$ cat src/rtl/bit_serial_alu_ctrl.sv
// -----------------------------------------------------------------------------
// bit_serial_alu_ctrl
//
// Bit-serial sequencer that performs WIDTH-bit ADD / SUB / AND / OR with a
// single 1-bit ALU slice. It processes one bit per clock, LSB first. Operands
// and the opcode are latched on a start handshake. The inter-bit carry is held
// in a register, and result bits shift into an accumulator from the MSB end.
// When the last bit is done, the result and flags are registered and a
// one-cycle done pulse is raised.
//
// Ports:
//   clk    : system clock, all state on rising edge
//   rst    : synchronous reset, active-high
//   start  : operation request, sampled only when not busy (IDLE or DONE)
//   op     : 00 ADD, 01 SUB (a-b), 10 AND, 11 OR; latched on accept
//   a, b   : WIDTH-bit operands; latched on accept
//   busy   : high while bits are being processed (RUN state)
//   done   : one-cycle pulse, result and flags valid
//   result : final result, held until the next completion
//   cout   : final carry for ADD/SUB (1 = no borrow on SUB), 0 for logic ops
//   zero   : result == 0
//   ovf    : signed overflow for ADD/SUB, 0 for logic ops
// -----------------------------------------------------------------------------
module bit_serial_alu_ctrl #(
  parameter int WIDTH = 8,
  parameter int CNT_W = $clog2(WIDTH)
) (
  input  logic             clk,
  input  logic             rst,
  input  logic             start,
  input  logic [1:0]       op,
  input  logic [WIDTH-1:0] a,
  input  logic [WIDTH-1:0] b,
  output logic             busy,
  output logic             done,
  output logic [WIDTH-1:0] result,
  output logic             cout,
  output logic             zero,
  output logic             ovf
);

  typedef enum logic [1:0] {
    IDLE = 2'd0,
    RUN  = 2'd1,
    DONE = 2'd2
  } state_t;

  localparam logic [1:0]       OP_ADD   = 2'b00;
  localparam logic [1:0]       OP_SUB   = 2'b01;
  localparam logic [1:0]       OP_AND   = 2'b10;
  localparam logic [CNT_W-1:0] CNT_LAST = CNT_W'(WIDTH - 1);

  state_t           state;
  logic [WIDTH-1:0] a_sh;
  logic [WIDTH-1:0] b_sh;
  logic [WIDTH-1:0] acc;
  logic [1:0]       op_l;
  logic [CNT_W-1:0] cnt;
  logic             carry;

  // 1-bit ALU slice outputs
  logic             slice_r;
  logic             slice_cout;
  logic             b_eff;
  logic [WIDTH-1:0] acc_next;

  // ---------------------------------------------------------------------------
  // 1-bit ALU slice. SUB is a + ~b + 1: b is inverted here, and the +1 comes
  // from the carry register being preset to 1 on accept.
  // ---------------------------------------------------------------------------
  always_comb begin
    // NOTE: every output gets a default first so that no path through the
    // case leaves it unassigned, which would infer a latch.
    slice_r    = 1'b0;
    slice_cout = 1'b0;
    b_eff      = b_sh[0] ^ (op_l == OP_SUB);
    case (op_l)
      OP_ADD, OP_SUB: begin
        slice_r    = a_sh[0] ^ b_eff ^ carry;
        slice_cout = (a_sh[0] & b_eff) | (carry & (a_sh[0] ^ b_eff));
      end
      OP_AND:  slice_r = a_sh[0] & b_sh[0];
      default: slice_r = a_sh[0] | b_sh[0];
    endcase
  end

  // The accumulator shifts right, so after WIDTH shifts bit 0 of the operands
  // has reached bit 0 of the accumulator.
  assign acc_next = {slice_r, acc[WIDTH-1:1]};

  // ---------------------------------------------------------------------------
  // Sequencer FSM with registered outputs
  // ---------------------------------------------------------------------------
  // NOTE: all state here uses non-blocking assignments. Every register then
  // sees the pre-edge values of the others, which the carry/shift chain needs.
  always_ff @(posedge clk) begin
    if (rst) begin
      state  <= IDLE;
      a_sh   <= '0;
      b_sh   <= '0;
      acc    <= '0;
      op_l   <= OP_ADD;
      cnt    <= '0;
      carry  <= 1'b0;
      busy   <= 1'b0;
      done   <= 1'b0;
      result <= '0;
      cout   <= 1'b0;
      zero   <= 1'b0;
      ovf    <= 1'b0;
    end else begin
      done <= 1'b0;
      case (state)
        IDLE, DONE: begin
          if (start) begin
            a_sh  <= a;
            b_sh  <= b;
            op_l  <= op;
            cnt   <= '0;
            carry <= (op == OP_SUB);
            busy  <= 1'b1;
            state <= RUN;
          end else begin
            state <= IDLE;
          end
        end

        RUN: begin
          acc   <= acc_next;
          carry <= slice_cout;
          a_sh  <= {1'b0, a_sh[WIDTH-1:1]};
          b_sh  <= {1'b0, b_sh[WIDTH-1:1]};
          if (cnt == CNT_LAST) begin
            // MSB slice: carry still holds the carry into the MSB, and
            // slice_cout is the carry out of it.
            cnt    <= '0;
            busy   <= 1'b0;
            done   <= 1'b1;
            result <= acc_next;
            cout   <= slice_cout;
            zero   <= (acc_next == '0);
            ovf    <= ~op_l[1] & (carry ^ slice_cout);
            state  <= DONE;
          end else begin
            cnt <= cnt + CNT_W'(1);
          end
        end

        default: state <= IDLE;
      endcase
    end
  end

endmodule
$ cat config.mk
export PLATFORM = sky130hd
export DESIGN_NAME = bit_serial_alu_ctrl
export DESIGN_NICKNAME = d
export VERILOG_FILES = /design/src/rtl/bit_serial_alu_ctrl.sv
export SDC_FILE = /design/constraint.sdc
export NUM_CORES = 1
export LEC_CHECK = 0
export BUFFER_PORTS_ARGS = -buffer_cell sky130_fd_sc_hd__buf_2
export CAP_MARGIN = 10
export CORE_ASPECT_RATIO = 0.7
export CORE_MARGIN = 1.5
export CORE_UTILIZATION = 58
export DETAILED_ROUTE_END_ITERATION = 10
export GPL_ROUTABILITY_DRIVEN = 0
export PLACE_DENSITY = 0.8
export SYNTH_ARGS = -nofsm -noshare
export SYNTH_HDL_FRONTEND = slang
export SYNTH_SLANG_ARGS = --single-unit
$ cat constraint.sdc
create_clock -name clk -period 2.7 [get_ports clk]
set_input_delay 0.135 -clock clk [delete_from_list [all_inputs] [get_ports clk]]
set_output_delay 0.135 -clock clk [all_outputs]
set_load 0.02 [all_outputs]
# Yosys cells after proc, flatten, opt, wreduce, memory -nomap -nowiden
# Cells that the tools add are included.
[totals] input_bits=21 reg_bits=45
[op_classes] reduce_logical=11 bitwise_logic=12 eq_ne=8 muxes=18 addsub=1
[op_table] op="$pmux 8 s2" count=2
[op_table] op="$mux 8" count=2
[op_table] op="$logic_not 8->1" count=1
[op_table] op="$eq 2x1->1 const B" count=3
[op_table] op="$mux 1" count=6
[op_table] op="$mux 3" count=2
[op_table] op="$pmux 1 s2" count=3
[op_table] op="$pmux 3 s2" count=1
[op_table] op="$reduce_and 2->1" count=3
[op_table] op="$reduce_or 2->1" count=3
[op_table] op="$and 1x1->1" count=4
[op_table] op="$eq 2x2->1 const B" count=2
[op_table] op="$logic_not 2->1" count=2
[op_table] op="$ne 2x2->1 const B" count=2
[op_table] op="$pmux 2 s2" count=1
[op_table] op="$xor 1x1->1" count=4
[op_table] op="$add 3x1->3 const B" count=1
[op_table] op="$eq 3x3->1 const B" count=1
[op_table] op="$reduce_and 3->1" count=1
[op_table] op="$mux 2" count=1
[op_table] op="$not 1->1" count=2
[op_table] op="$or 1x1->1" count=2
[op_table] op="$reduce_bool 2->1" count=1

# Logic depth before layout (Yosys ltp)
# Gate-level depths: netlist of the first run.
[logic_depth] depth_word=8 mapped_depth=6

# Worst setup path after synthesis of the first run
# OpenSTA, ideal clock, no wires.
[synth_path] path_type="flip-flop to flip-flop" startpoint="register op_l[0]" endpoint="register result[7]" setup_slack_ps=1248 arrival_time_ps=1338 path_stages_with_launch=7 period_less_slack_ps=1452 required_ps=2586 n_path_buf=0 path_cell_list="dfxtp_1 > nor2b_1 > xnor2_1 > fa_1 > nand2b_1 > o21a_1 > a21o_1"
[synth_via] elab_chain_cells=5 elab_cells_between_ends=8
[synth_lines] element="from (decl)" line_no="57" rtl="logic [1:0] op_l;"
[synth_lines] element="from (signal assigned)" line_no="118" rtl="op_l <= op;"
[synth_lines] element="$eq 2x1->1" line_no="76, 77"
[synth_lines] element="$xor 1x1->1" line_no="76" rtl="b_eff = b_sh[0] ^ (op_l == OP_SUB);"
[synth_lines] element="$xor 1x1->1 (2 in a row)" line_no="79" rtl="slice_r = a_sh[0] ^ b_eff ^ carry;"
[synth_lines] element="$pmux 1 s2 *" line_no="77" rtl="case (op_l)"
[synth_lines] element="to (signal assigned)" line_no="139" rtl="result <= acc_next;"
[synth_lines] element="to (decl)" line_no="36" rtl="output logic [WIDTH-1:0] result,"
# Mark *: on every way between the ends. The rest lies on a longest branch, timed or not.
# A chain may end at the register's enable or synchronous reset.

# Worst setup path in the final report of the first run
# Ends and elaborated chain as after synthesis.

==> flow_metrics.env, run 1 <==
export IMPL_num_rows=16
export IMPL_io_buffer_count=33
export IMPL_setup_viol=0
export IMPL_final_hold_viol_count=0
export IMPL_drc_errors=0
export IMPL_synth_nets=246
export IMPL_yosysSeqAreaShare=0.4819
export IMPL_cts_hold_buf=0
export IMPL_die_area_um2=3503
export IMPL_power_leakage_nw=0.8237
export IMPL_grt_pass1_vias=1228
export IMPL_die_w_um=70.10
export IMPL_ir_drop_v=0.0004156
export IMPL_cts_root_buffer="clkbuf_8"
export IMPL_first_pass_iters=4
export IMPL_fin_crit_sh=0.5730
export IMPL_p_sw_w=0.0003128
export IMPL_min_path_type="in2reg"
export IMPL_skew_ns=0.003415
export IMPL_cts_made_buffers=5
export IMPL_syn_to_final_growth_pct=11.57
export IMPL_wl_mm=3.463
export IMPL_via_per_inst=5.285
export IMPL_core_area_um2=2903
export IMPL_maxCapViolCount=0
export IMPL_antenna_cells=0
export IMPL_crit_buf_inv=0
export IMPL_critPathMaxStageDelay_ns=0.48
export IMPL_whs_ns=0.08638
export IMPL_slew_violations=0
export IMPL_ys_ff_latch=44
export IMPL_cts_resized=0
export IMPL_intPower_w=0.0009159
export IMPL_grt_use_total=0.2055
export IMPL_outcome="finished clean"
export IMPL_pwr_share_clk=0.310
export IMPL_seqPwrFrac=0.571
export IMPL_switching_share=0.2546
export IMPL_crit_fanout=3
export IMPL_synth_edff_count=0
export IMPL_critPathTopFamily="adder cells"
export IMPL_syn_cell_area_um2=1828
export IMPL_synth_cells=222
export IMPL_antenna_found_initial=0
export IMPL_pin_count=34
export IMPL_antenna_left=0
export IMPL_avgRoutedWirePerCell_um=12.19
export IMPL_final_layout_size_suffix_gt1_frac=0.1774
export IMPL_async_flop_share=0
export IMPL_synth_cell_types=32
export IMPL_cp_slowest_cell="fa_1"
export IMPL_dp_hpwl_mm=2.353
export IMPL_cp_end_kind="flop"
export IMPL_power_density_nw_per_um2=602.5
export IMPL_syn_avg_cell_area_um2=8.234
export IMPL_share_comb_of_total_power=0.119
export IMPL_initial_core_util=0.6297
export IMPL_overflow=0
export IMPL_clkSinkCount=44
export IMPL_drt_initial_drc_count=48
export IMPL_synthFlopType="dfxtp_1"
export IMPL_grt_max_degree=37
export IMPL_nets=272
export IMPL_setup_tns_ns=0
export IMPL_clk_insertion_delay_late_ns=0.28
export IMPL_yosysWarnings=0
export IMPL_post_cts_setup_buffer_count=0
export IMPL_dr_total_vias=1501
export IMPL_worst_pin_slew_ns=0.7486
export IMPL_crit_chain="nor2b_1 -> xnor2_1 -> fa_1 -> nand2b_1 -> o21a_1 -> a21o_1"
export IMPL_clk_pin_slew_ns=0.08
export IMPL_max_slew_margin=0.4999
export IMPL_clock_fmax_ghz=0.6464
export IMPL_grt_pass1_wl_mm=5.706
export IMPL_die_y_um=49.97
export IMPL_h_tree_depth=2
export IMPL_cts_tree="built"
export IMPL_path_class="reg2reg"
export IMPL_min_period_ns=1.547
export IMPL_crit_required_ns=2.88
export IMPL_rsz0062_at_grt="no"
export IMPL_cts_path_max_buffers=2
export IMPL_crit_path_start_kind="flop"
export IMPL_cp_data_arrival_time_ns=1.73
cells in the mapped netlist, types with 2 or more instances:
cell type	count	area (µm²)
nand3_1	6	30.03
nor3_1	2	10.01
clkbuf_1	7	26.28
buf_2	4	20.02
dfxtp_1	44	880.8
nand2_1	66	247.7
nand2b_1	2	12.51
nand3b_1	2	15.01
buf_4	4	30.03
nor2_1	19	71.32
xnor2_1	2	17.52
ha_1	2	25.02
buf_6	2	22.52
nor4bb_1	2	20.02
a311oi_1	14	122.6
inv_1	3	11.26
a21oi_1	23	115.1
nor2b_1	3	18.77
o21a_1	2	15.01
power groups by stage:
stage / logic (W) / registers, W / clock network [W]
floorplan: 0.000118 / 0.000714 / 0
global placement: 0.000145 / 0.000716 / 0
detailed placement: 0.000146 / 0.000717 / 0
CTS: 0.000147 / 0.000702 / 0.000393
global route: 0.000165 / 0.000707 / 0.000413
finish: 0.000146 / 0.000702 / 0.000381
worst reg2reg max path: cells and delay by family, from the launching register on:
family	cells	cell delay (ns)
AND/OR/NAND/NOR	2	0.23
AO/OA/AOI/OAI	2	0.29
XOR/XNOR	1	0.10
adder cells (fa/ha/maj)	1	0.48
flip-flops	1	0.35
area by class of cell:
cell class              instances  area, µm²
clock buffers                   6      72.57
flip-flops and latches         44      880.8
repair buffers                 36      187.7
inverters                       3      11.26
well taps                      36      45.04
clock inverters                 1      5.005
multi-input cells             158      837.1
fillers                       249      863.3
metal layers:
metal	track usage	wire length (µm)
met3	0.05726	138
met1	0.2989	1917
met4	0.04808	13
met2	0.3032	1394
met5	0	0
sequential cells by signal, indices dropped and copies added (netlist names):
signal,cells
a_sh,8
acc,7
b_sh,8
busy,1
carry,1
cnt,3
cout,1
done,1
op_l,2
ovf,1
result,8
state,2
zero,1
final timing paths:
check	startpoint	endpoint	slack, ns	cells past startpoint
setup / recovery	op_l[0]	result[7]	1.15	6
hold / removal	a[7]	a_sh[7]	0.09	3
setup reg to reg	op_l[0]	result[7]	1.15	6
hold reg to reg	result[2]	result[2]	0.45	2
layout by cell type (no fill, tap or decap), types with 2 or more instances in the layout:
| cell | instances |
|---|---|
| nor3_1 | 2 |
| clkbuf_8 | 5 |
| nor2b_1 | 3 |
| nand2_1 | 66 |
| nand3_1 | 6 |
| nand2b_1 | 2 |
| nor2_1 | 19 |
| buf_4 | 3 |
| a311oi_1 | 14 |
| xnor2_1 | 2 |
| a21oi_1 | 23 |
| ha_1 | 2 |
| nor4bb_1 | 2 |
| inv_1 | 3 |
| dfxtp_1 | 44 |
| o21a_1 | 2 |
| nand3b_1 | 2 |
| buf_2 | 33 |
per-stage QoR:
step                worst slack [ns]  instances  area (µm²)  utilization   power, W
floorplan                      1.248        222        1828            -  0.0008314
global placement               1.182        277        1962       0.6759  0.0008609
detailed placement             1.149        277        1962       0.6759  0.0008631
CTS                            1.139        284        2039       0.7026   0.001241
global route                  0.9661        284        2039       0.7026   0.001285
finish                         1.153        284        2039       0.7026   0.001229
kinds of logic (layout without fill, tap and decap cells):
kind of cell / Yosys count / in the layout / share of synthesized area
and+or+nand+nor: 108 / 108 / 0.2615
buffers and inverters: 20 / 46 / 0.06024
DFF: 44 / 44 / 0.4819
AOI/OAI and AO/OA: 44 / 44 / 0.1567
adders and majority gates: 4 / 4 / 0.03011
xor gates and xnor gates: 2 / 2 / 0.009584
Note: power is estimated with default switching activity, not from simulation.
==> inputs of run 2 (changes only) <==
--- a/config.mk
+++ b/config.mk
@@ -9,10 +9,10 @@
 export CAP_MARGIN = 10
 export CORE_ASPECT_RATIO = 0.7
 export CORE_MARGIN = 1.5
-export CORE_UTILIZATION = 58
+export CORE_UTILIZATION = 49
 export DETAILED_ROUTE_END_ITERATION = 10
 export GPL_ROUTABILITY_DRIVEN = 0
-export PLACE_DENSITY = 0.8
+export PLACE_DENSITY = 0.72
 export SYNTH_ARGS = -nofsm -noshare
 export SYNTH_HDL_FRONTEND = slang
 export SYNTH_SLANG_ARGS = --single-unit
==> constraint.sdc (replaced) <==
create_clock -name clk -period 1.3 [get_ports clk]
set_input_delay 0.065 -clock clk [delete_from_list [all_inputs] [get_ports clk]]
set_output_delay 0.065 -clock clk [all_outputs]
set_load 0.02 [all_outputs]
==> run 2 against run 1 <==
Net effect: the run now ends with setup timing left; core utilization is 5.1 points lower; sequential cell count stayed put; register-to-register slack worse by 1.3 ns; highest routed layer unchanged; die area is 17% higher; sequential power is 110% higher; fmax is 4.4% higher; worst setup slack worse by 1.3 ns; global-route usage is 0.80 points lower; hold slack worse by 0.075 ns; critical path depth stayed put.
==> flow_metrics.env, run 2 (same netlist as run 1, synthesis figures left out) <==
export IMPL_fin_area_um2=2305
export IMPL_die_w_um=76.01
export IMPL_skew_ns=0.005095
export IMPL_h_tree_depth=2
export IMPL_dr_total_vias=1592
export IMPL_via_per_inst=5.006
export IMPL_antenna_left=0
export IMPL_pin_count=34
export IMPL_power_leakage_nw=0.9423
export IMPL_final_layout_size_suffix_gt1_frac=0.2836
export IMPL_cp_end_kind="flop"
export IMPL_drc_errors=0
export IMPL_cts_root_buffer="clkbuf_8"
export IMPL_ir_drop_v=0.0008784
export IMPL_dp_hpwl_mm=2.540
export IMPL_crit_required_ns=1.50
export IMPL_initial_core_util=0.5170
export IMPL_final_hold_viol_count=0
export IMPL_slew_violations=0
export IMPL_clock_fmax_ghz=0.6747
export IMPL_place_inst=310
export IMPL_setup_viol=6
export IMPL_fin_crit_sh=1.140
export IMPL_min_period_ns=1.482
export IMPL_clkSinkCount=44
export IMPL_antenna_found_initial=0
export IMPL_crit_path_start="op_l[0]"
export IMPL_syn_to_final_growth_pct=26.08
export IMPL_avgRoutedWirePerCell_um=12.14
export IMPL_num_rows=18
export IMPL_overflow=0
export IMPL_cts_path_max_buffers=2
export IMPL_nets=291
export IMPL_cts_made_buffers=5
export IMPL_cp_data_arrival_time_ns=1.68
export IMPL_rsz0062_at_grt="yes"
export IMPL_path_class="reg2reg"
export IMPL_r2r_start="op_l[0]"
export IMPL_hp_start="b[7]"
export IMPL_io_buffer_count=33
export IMPL_whs_ns=0.01109
export IMPL_core_area_um2=3536
export IMPL_final_cell_mix="nand2_1, dfxtp_1, buf_2"
export IMPL_first_pass_iters=4
export IMPL_violations="setup timing"
export IMPL_die_y_um=54.10
export IMPL_fin_cells=318
export IMPL_die_area_um2=4112
export IMPL_setup_ws_ns=-0.1821
export IMPL_antenna_cells=0
export IMPL_place_area_um2=2143
export IMPL_grt_max_degree=27
export IMPL_clk_pin_slew_ns=0.08
export IMPL_cts_hold_buf=0
export IMPL_power_density_nw_per_um2=1243
export IMPL_wl_mm=3.862
export IMPL_min_path_type="in2reg"
export IMPL_final_common_cell="nand2_1"
export IMPL_drt_initial_drc_count=76
export IMPL_grt_pass1_wl_mm=6.265
export IMPL_maxCapViolCount=0
export IMPL_clk_insertion_delay_late_ns=0.29
export IMPL_outcome="finished, violations left"
export IMPL_crit_fanout=2
export IMPL_max_slew_margin=0.7837
export IMPL_crit_path_start_kind="flop"
export IMPL_grt_pass1_vias=1409
export IMPL_cts_tree="built"
export IMPL_reg_largest_list="a_sh: 8 flops, b_sh: 8 flops, result: 8 flops"
export IMPL_grt_use_total=0.1976
export IMPL_worst_pin_slew_ns=0.3199
run 2: cell types whose count changed in the layout (fill, tap and decap cells not counted), sizes merged:
| cell | previous run | this run |
|---|---|---|
| buf | 36 | 55 |
| bufinv | 0 | 1 |
run 2: worst paths after layout:
check	cells past startpoint	slack (ns)	to
worst max register to register	6	-0.18	result[7]
worst max-delay path	6	-0.18	result[7]
worst min register to register	2	0.45	ovf
worst min-delay path	3	0.01	b_sh[7]
run 2: layer usage:
layer | wire (µm) | GRT usage | up-vias
met4 | 31 | 0.06481 | 0
met2 | 1697 | 0.3288 | 22
met1 | 2002 | 0.2541 | 722
met3 | 130 | 0.05593 | 4
met5 | 0 | 0 | -
li1 | - | - | 844
run 2: what timing repair did:
item / 4_1_cts / 5_1_grt
setup endpoints to repair: 14 / 27
pin swaps: 0 / 1
endpoints found under the hold margin: 0 / 0
setup buffers: 0 / 0
gates resized for setup: 8 / 8
run 2: worst max-delay path: stages (launching register included):
cell and delay (ns):
dfxtp_2 0.33, nor2b_4 0.12, xnor2_1 0.12, fa_1 0.48, nand2b_1 0.07, o21a_1 0.12, a21o_1 0.15
run 2: stage by stage:
stage	power, W	utilization	setup TNS [ns]	setup WS (ns)
2_1_floorplan	0.001730	-	-0.3445	-0.1398
3_3_place_gp	0.001837	0.6062	-0.7573	-0.1552
3_5_place_dp	0.001843	0.6062	-1.093	-0.1813
4_1_cts	0.002861	0.6437	-0.7638	-0.1973
5_1_grt	0.002995	0.6518	-1.295	-0.2573
6_report	0.002864	0.6518	-0.6803	-0.1821
run 2: final cells by class:
class | instances | area [µm²]
fillers | 340 | 1231
flip-flops and latches | 44 | 887.1
inverters | 3 | 11.26
multi-input cells | 158 | 882.1
clock buffers | 6 | 72.57
well taps | 50 | 62.56
clock inverters | 2 | 35.03
repair buffers | 55 | 354.1
run 2: report_power, final:
| part | switching (W) | internal, W | total [W] |
|---|---|---|---|
| combinational | 0.000201 | 0.000174 | 0.000375 |
| sequential | 0.0000405 | 0.00141 | 0.00146 |
| clock | 0.000462 | 0.000570 | 0.00103 |
